[config.mk]
export PLATFORM = sky130hd
export DESIGN_NAME = urv_dbus_fabric
export DESIGN_NICKNAME = d
export VERILOG_FILES = /design/src/rtl/urv_dbus_fabric.sv
export SDC_FILE = /design/constraint.sdc
export NUM_CORES = 1
export LEC_CHECK = 0
export ABC_AREA = 1
export BUFFER_PORTS_ARGS = -buffer_cell sky130_fd_sc_hd__buf_2
export CAP_MARGIN = 20
export CORE_AREA = 2 2 123 125
export CTS_BUF_LIST = sky130_fd_sc_hd__clkbuf_16
export CTS_CLUSTER_SIZE = 16
export DETAILED_ROUTE_END_ITERATION = 10
export DIE_AREA = 0 0 125 127
export GPL_TIMING_DRIVEN = 0
export PLACE_DENSITY_LB_ADDON = 0.25
export SYNTH_ARGS = -nofsm -noshare
export SYNTH_HDL_FRONTEND = slang
export SYNTH_SLANG_ARGS = --single-unit
export TNS_END_PERCENT = 5
[constraint.sdc]
create_clock -name clk_i -period 2.22 [get_ports clk_i]
set_input_delay 0.444 -clock clk_i [delete_from_list [all_inputs] [get_ports clk_i]]
set_output_delay 0.444 -clock clk_i [all_outputs]
set_load 0.1 [all_outputs]
[src/rtl/urv_dbus_fabric.sv]
// Data-bus interconnect between the uRV data port and NSLAVE memory-mapped slaves.
// Masked base decode, per-slave wait states, error response for unmapped addresses and hung slaves.
module urv_dbus_fabric #(
    parameter int                   NSLAVE  = 4,
    // Slave i occupies BASE[16*i +: 16]: slave0=0x0000, slave1=0x1000, slave2=0x1001, slave3=0x1002.
    parameter logic [NSLAVE*16-1:0] BASE    = {16'h1002, 16'h1001, 16'h1000, 16'h0000},
    parameter logic [NSLAVE*16-1:0] MASK    = {NSLAVE{16'hFFFF}},
    parameter int                   TIMEOUT = 15
) (
    input  logic                 clk_i,
    input  logic                 rst,
    input  logic                 m_req,
    input  logic [31:0]          m_addr,
    input  logic [31:0]          m_wdata,
    input  logic [3:0]           m_be,
    input  logic                 m_write,
    output logic [31:0]          m_rdata,
    output logic                 m_ready,
    output logic                 m_err,
    output logic [NSLAVE-1:0]    s_sel,
    output logic [31:0]          s_addr,
    output logic [31:0]          s_wdata,
    output logic [3:0]           s_be,
    output logic                 s_write,
    input  logic [NSLAVE*32-1:0] s_rdata,
    input  logic [NSLAVE-1:0]    s_ready,
    output logic [1:0]           dbg_state_o
);

    localparam int             CW      = $clog2(TIMEOUT + 1);
    localparam logic [CW-1:0]  TO_MAX  = CW'(TIMEOUT);
    localparam logic [CW-1:0]  TO_LAST = CW'(TIMEOUT - 1);

    // Handshake: master raises m_req in IDLE; completion is a single m_ready pulse,
    // qualified by m_err. Slave i completes by raising s_ready[i] while s_sel[i] is high.
    typedef enum logic [1:0] {
        IDLE   = 2'd0,
        ACCESS = 2'd1,
        RESP   = 2'd2
    } state_e;

    state_e              state_q;
    logic [31:0]         addr_q;
    logic [31:0]         wdata_q;
    logic [3:0]          be_q;
    logic                write_q;
    logic                s_write_q;
    logic [NSLAVE-1:0]   sel_q;
    logic [31:0]         rdata_q;
    logic                ready_q;
    logic                err_q;
    logic [CW-1:0]       cnt_q;

    logic [NSLAVE-1:0]   hit_oh;
    logic                sel_ready;
    logic [31:0]         sel_rdata;

    // Descending scan so the lowest matching index is the last one written.
    always_comb begin
        hit_oh = '0;
        for (int i = NSLAVE - 1; i >= 0; i--) begin
            if (((m_addr[31:16] ^ BASE[16*i +: 16]) & MASK[16*i +: 16]) == 16'h0000) begin
                hit_oh    = '0;
                hit_oh[i] = 1'b1;
            end
        end
    end

    always_comb begin
        sel_ready = |(s_ready & sel_q);
        sel_rdata = '0;
        for (int i = 0; i < NSLAVE; i++) begin
            if (sel_q[i]) begin
                sel_rdata = sel_rdata | s_rdata[32*i +: 32];
            end
        end
    end

    always_ff @(posedge clk_i or negedge rst) begin
        if (!rst) begin
            state_q   <= IDLE;
            addr_q    <= '0;
            wdata_q   <= '0;
            be_q      <= '0;
            write_q   <= 1'b0;
            s_write_q <= 1'b0;
            sel_q     <= '0;
            rdata_q   <= '0;
            ready_q   <= 1'b0;
            err_q     <= 1'b0;
            cnt_q     <= '0;
        end else begin
            ready_q <= 1'b0;
            err_q   <= 1'b0;
            case (state_q)
                IDLE: begin
                    if (m_req) begin
                        addr_q  <= m_addr;
                        wdata_q <= m_wdata;
                        be_q    <= m_be;
                        write_q <= m_write;
                        cnt_q   <= '0;
                        if (|hit_oh) begin
                            sel_q     <= hit_oh;
                            s_write_q <= m_write;
                            state_q   <= ACCESS;
                        end else begin
                            rdata_q <= '0;
                            ready_q <= 1'b1;
                            err_q   <= 1'b1;
                            state_q <= RESP;
                        end
                    end
                end
                ACCESS: begin
                    if (cnt_q != TO_MAX) begin
                        cnt_q <= cnt_q + 1'b1;
                    end
                    // A completion in the final allowed cycle beats the timeout.
                    if (sel_ready) begin
                        rdata_q   <= write_q ? 32'h0 : sel_rdata;
                        ready_q   <= 1'b1;
                        sel_q     <= '0;
                        s_write_q <= 1'b0;
                        state_q   <= RESP;
                    end else if (cnt_q >= TO_LAST) begin
                        rdata_q   <= '0;
                        ready_q   <= 1'b1;
                        err_q     <= 1'b1;
                        sel_q     <= '0;
                        s_write_q <= 1'b0;
                        state_q   <= RESP;
                    end
                end
                RESP: begin
                    state_q <= IDLE;
                end
                default: begin
                    sel_q     <= '0;
                    s_write_q <= 1'b0;
                    state_q   <= IDLE;
                end
            endcase
        end
    end

    assign m_rdata     = rdata_q;
    assign m_ready     = ready_q;
    assign m_err       = err_q;
    assign s_sel       = sel_q;
    assign s_addr      = addr_q;
    assign s_wdata     = wdata_q;
    assign s_be        = be_q;
    assign s_write     = s_write_q;
    assign dbg_state_o = state_q;

endmodule

# After elaboration in Yosys (flattened, before gate mapping)
# Cells that the tools add are included.
[word_totals]
out_inout_bits = 109
ff_bits = 114
input_bits = 204
[op_classes]
eq_ne = 8
n_mux = 39
bitwise_logic = 8
add_sub_neg = 1
order_cmp = 1
n_reduce_logical = 13
[ops]
columns = ["cell", "count"]
rows = [
  ["$mux 32", 9],
  ["$or 32x32->32", 3],
  ["$logic_not 16->1", 4],
  ["$pmux 32 s2", 1],
  ["$mux 4", 10],
  ["$pmux 4 s3", 1],
  ["$mux 1", 9],
  ["$mux 2", 4],
  ["$ne 2x2->1 const B", 4],
  ["$pmux 4 s2", 1],
  ["$reduce_and 4->1", 2],
  ["$reduce_or 4->1", 2],
  ["$add 4x1->4 const B", 1],
  ["$and 4x4->4", 1],
  ["$ge 4x4->1 const B", 1],
  ["$ne 4x4->1 const B", 1],
  ["$not 2->2", 2],
  ["$pmux 1 s2", 2],
  ["$pmux 2 s2", 1],
  ["$reduce_and 2->1", 2],
  ["$ne 3x3->1 const B", 1],
  ["$pmux 1 s3", 1],
  ["$reduce_and 3->1", 1],
  ["$eq 2x1->1 const B", 1],
  ["other kinds (4)", 5],
]

# Longest topological paths before layout
[logic_depth]
depth_word = 10
ltp_mapped = 11
ltp_nobuf = 10

# Least setup slack after synthesis
# OpenSTA, ideal clock, no wires.
[synth_timing]
path_type = "register -> register"
start = "reg sel_q[0], in the netlist s_sel[0]"
end = "reg s_write_q, in the netlist s_write"
required_time_ns = 2.098
path_slack_ns = 0.194
period_less_slack_ns = 2.026
setup_time_ns = 0.122
arrival_ns = 1.904
stages_incl_launch_ff = 11
path_cell_list = "dfrtp_1 > buf_2 > nand2_1 > nand2_1 > nor2_2 > nand3_1 > nand2_1 > inv_1 > nand3_1 > nand2_1 > nand2_1"
[synth_between]
elab_chain_cells = 4
elab_cells_between_ends = 6
[synth_lines]
columns = ["element", "line_no", "rtl"]
rows = [
  ["from (decl)", "48", "logic [NSLAVE-1:0] sel_q;"],
  ["from (signal assigned)", "104", "sel_q <= hit_oh;"],
  ["$and 4x4->4 *", "70", "sel_ready = |(s_ready & sel_q);"],
  ["$reduce_or 4->1 *", "70", ""],
  ["$ne 3x3->1 (no line) or $mux 1 (tied branches)", "--", ""],
  ["$reduce_and 4->1 (no line) or $pmux 1 s3 (tied branches)", "--", ""],
  ["to (signal assigned)", "105", "s_write_q <= m_write;"],
  ["to (decl)", "47", "logic s_write_q;"],
]
# Mark *: on every way between the ends. The rest lies on a longest branch, timed or not.
# A chain may end at the register's enable or synchronous reset.

# Worst setup path in the final report
[layout_timing]
start = "reg state_q[1], in the netlist dbg_state_o[1]"
end = "out dbg_state_o[1]"
[layout_rtl]
columns = ["element", "line_no", "rtl"]
rows = [
  ["from (decl)", "42", "state_e state_q;"],
  ["from (signal assigned)", "81", "state_q <= IDLE;"],
  ["from (signal assigned)", "106", "state_q <= ACCESS;"],
  ["from (signal assigned)", "111", "state_q <= RESP;"],
  ["to (decl)", "27", "output logic [1:0] dbg_state_o"],
]
# No word-level cell between the ends.

==> run_results.csv <==
group,metric,value,unit
placement,hpwl,13.9,mm
pwr,p_sw_share,38.4,%
synth,ys_seq_area_share,53.2,%
hold_path,holdPathEnd,"s_wdata[21]",
synth,ys_warn_count,0,
placement,place.gp.congestion,0.926,
sta,worst_pin_slew,625,ps
global_routing,grt_pass1_wl,28.8,mm
synth,synth_fp_nets,923,
pwr,p_seq_share,33.2,%
clock_tree,root_buffer,"clkbuf_16",
floorplanning,core_area,0.0144,sq mm
route,vias_per_cell,4.56,
route,totalWireLength,17.8,mm
worst_setup_path,r2r_end,"m_rdata[22]",
synth,syn-mean-instance-area,7.48,sq um
worst_setup_path,rrSetupSlack,510,ps
pwr,switchingPower,2720,uW
clock_tree,cts_buffers,17,
pwr,power.share.clock,38.7,%
route,first_iter_violations,257,
layout,layout-area-overhead-vs-synth,45.3,%
sta,finalClockSkew,9.38,ps
placement,port-buffer-count,312,
global_routing,grt_usage,22.9,%
worst_setup_path,cp.required,1780,ps
sta,post-route-period-util,79.1,%
sta,slew_violations,0,
layout,nets,1256,
route,dr.pass1.iters,4,
clock_tree,clkLatencyLatePin,410,ps
floorplanning,die_x,125,um
layout,fin_area,0.00780,sq mm
sta,period_needed,1760,ps
clock_tree,path_clk_slew,60,ps
route,ant_nets,0,
synth,yosys.area.top_type_share,53.2,%
worst_setup_path,cpMaxStageDelayCell,"buf_2",
floorplanning,initial_core_util,37.2,%
pwr,ir_worst_vdd,614,uV
hold_path,holdCritStartpoint,"m_wdata[21]",
worst_setup_path,crit_arrival,1310,ps
pwr,p_per_area,907,mW/mm^2
pwr,p_leak,0.00455,uW
layout,layout-drive-gt1-share,35.9,%
worst_setup_path,worstSetupStartpointType,"flip-flop",
sta,max_clock_freq,570,MHz
layout,mostFrequentLayoutCells,"nand2_1 (458), buf_2 (329), dfrtp_1 (114)",
clock_tree,cts.sinks,114,
pwr,p_comb_share,28.1,%
worst_setup_path,worstPathMaxFanout,5,
global_routing,first_global_vias,5564,
worst_setup_path,critical_path.cell_chain,"buf_2",
worst_setup_path,slowest_delay,480,ps
worst_setup_path,r2r_cells,8,
pwr,intPower,4350,uW
synth,synth_cells,717,
worst_setup_path,crit_buf_inv,1,
clock_tree,clk_path_buf_depth,2,
floorplanning,die_area,0.0159,sq mm
layout,layout_commonest_cell,"nand2_1",
synth,synth_seq_cells,114,
synth,yosysUniqueCellTypes,26,
global_routing,grt_max_degree,61,
worst_setup_path,cp-end-kind,"output port",
route,vias,5690,
hold_path,min_path_type,"input pin to flip-flop",
status,run_status,"finished, final reports clean",
synth,async_reset_ff_share,100,%
sta,setup_violations,0,
placement,placed_cell_area,0.00719,sq mm
global_routing,grt.overflow.total,0,
synth,synthFlopType,"dfrtp_1",
global_routing,antenna_found_initial,1,
floorplanning,die_h,127,um
synth,ys_top_cells_by_area,"dfrtp_1 (53%), nand2_1 (32%), nand4_1 (4.3%)",
clock_tree,tritoncts,"yes",
route,wl_per_cell,14.2,um
floorplanning,row_count,44,
clock_tree,htreeDepth,4,
synth,synth_edf_count,0,
job,drv_cap,0,
synth,synth_area,0.00537,sq mm
sta,relSlewSlack,58.4,%
sta,rsz0062_at_grt,"no",
worst_setup_path,crit_type,"flip-flop to output port",
sta,hold_viol_final,0,
floorplanning,ioPinCount,313,
hold_path,holdPathStages,3,
worst_setup_path,r2r_start,"s_sel[3]",
synth,netlist.top_cell.by_area,"dfrtp_1",
pwr,power,7070,uW
route,drc_errors,0,
worst_setup_path,crit_family,"buffers and inverters",
==> power by group through the flow <==
stage | clock network, uW | logic, uW | registers [uW]
4_1_cts | 2780 | 2000 | 2350
5_1_grt | 2890 | 2090 | 2370
2_1_floorplan | 0 | 240 | 3620
6_report | 2740 | 1990 | 2350
3_5_place_dp | 0 | 2000 | 2370
3_3_place_gp | 0 | 1980 | 2380
==> through the flow <==
stage / TNS, ps / hold slack (ps) / instances / utilization, % / setup WS [ps]
finish: 0 / 229 / 1248 / 54.1 / 464
global route: 0 / 226 / 1248 / 54.1 / 368
CTS: 0 / 215 / 1247 / 54.0 / 443
detailed placement: 0 / 439 / 1214 / 49.9 / 406
global placement: -89400 / 449 / 1213 / 49.6 / -793
floorplan: 0 / 148 / 717 / - / 194
==> layout make-up <==
| type | instances | area (sq um) |
|---|---|---|
| antenna | 1 | 2.50 |
| fill | 1478 | 6630 |
| multi-input combinational | 549 | 2260 |
| clock inverter | 15 | 168 |
| buffer | 37 | 188 |
| inverter | 17 | 66.3 |
| tap | 184 | 230 |
| clock buffer | 17 | 425 |
| timing repair buffer | 314 | 1610 |
| sequential | 114 | 2850 |
==> Yosys cell counts, types with 3 or more instances <==
master,n
inv_2,4
nor2_1,17
nand2_1,458
clkbuf_1,13
buf_2,18
o21ai_0,6
buf_6,3
nand3_1,8
inv_1,12
nor2_2,5
a21oi_1,3
dfrtp_1,114
nand4_1,37
==> registers in the layout, indices dropped and copies added (netlist names) <==
name,cells
s_be,4
s_write,1
s_wdata,32
s_sel,4
m_rdata,32
dbg_state_o,2
cnt_q,4
s_addr,32
m_err,1
write_q,1
m_ready,1
==> metal layers <==
metal | GRT usage [%] | share of wire [%]
met3 | 6.57 | 8.0
met1 | 27.0 | 40
met2 | 39.9 | 49
met4 | 8.76 | 2.8
met5 | 0 | 0
==> how the worst max path moves through the flow <==
stage / cells after the start / slack, ps / startpoint / end
after global placement: 1 / -790 / rst / s_wdata[20]
after CTS: 1 / 440 / dbg_state_o[1] / dbg_state_o[1]
after detailed placement: 9 / 410 / m_addr[25] / s_sel[3]
after floorplan: 10 / 190 / s_sel[0] / s_write
final: 1 / 460 / dbg_state_o[1] / dbg_state_o[1]
after global routing: 8 / 370 / s_sel[3] / m_rdata[22]
==> cells by family after synthesis <==
group                      Yosys count  share of synthesized area, %
AOI/OAI and AO/OA                   13                          1.45
DFF                                114                          53.2
buffers and inverters               54                          4.73
and+or+nand+nor                    534                          40.2
adders and majority gates            2                         0.466
==> repair_timing <==
action | CTS | global route
hold endpoints to repair | 2 | 0
resized for setup | 0 | 0
hold buffers | 1 | 0
setup buffers | 0 | 0
(Power assumes the default switching activity.)
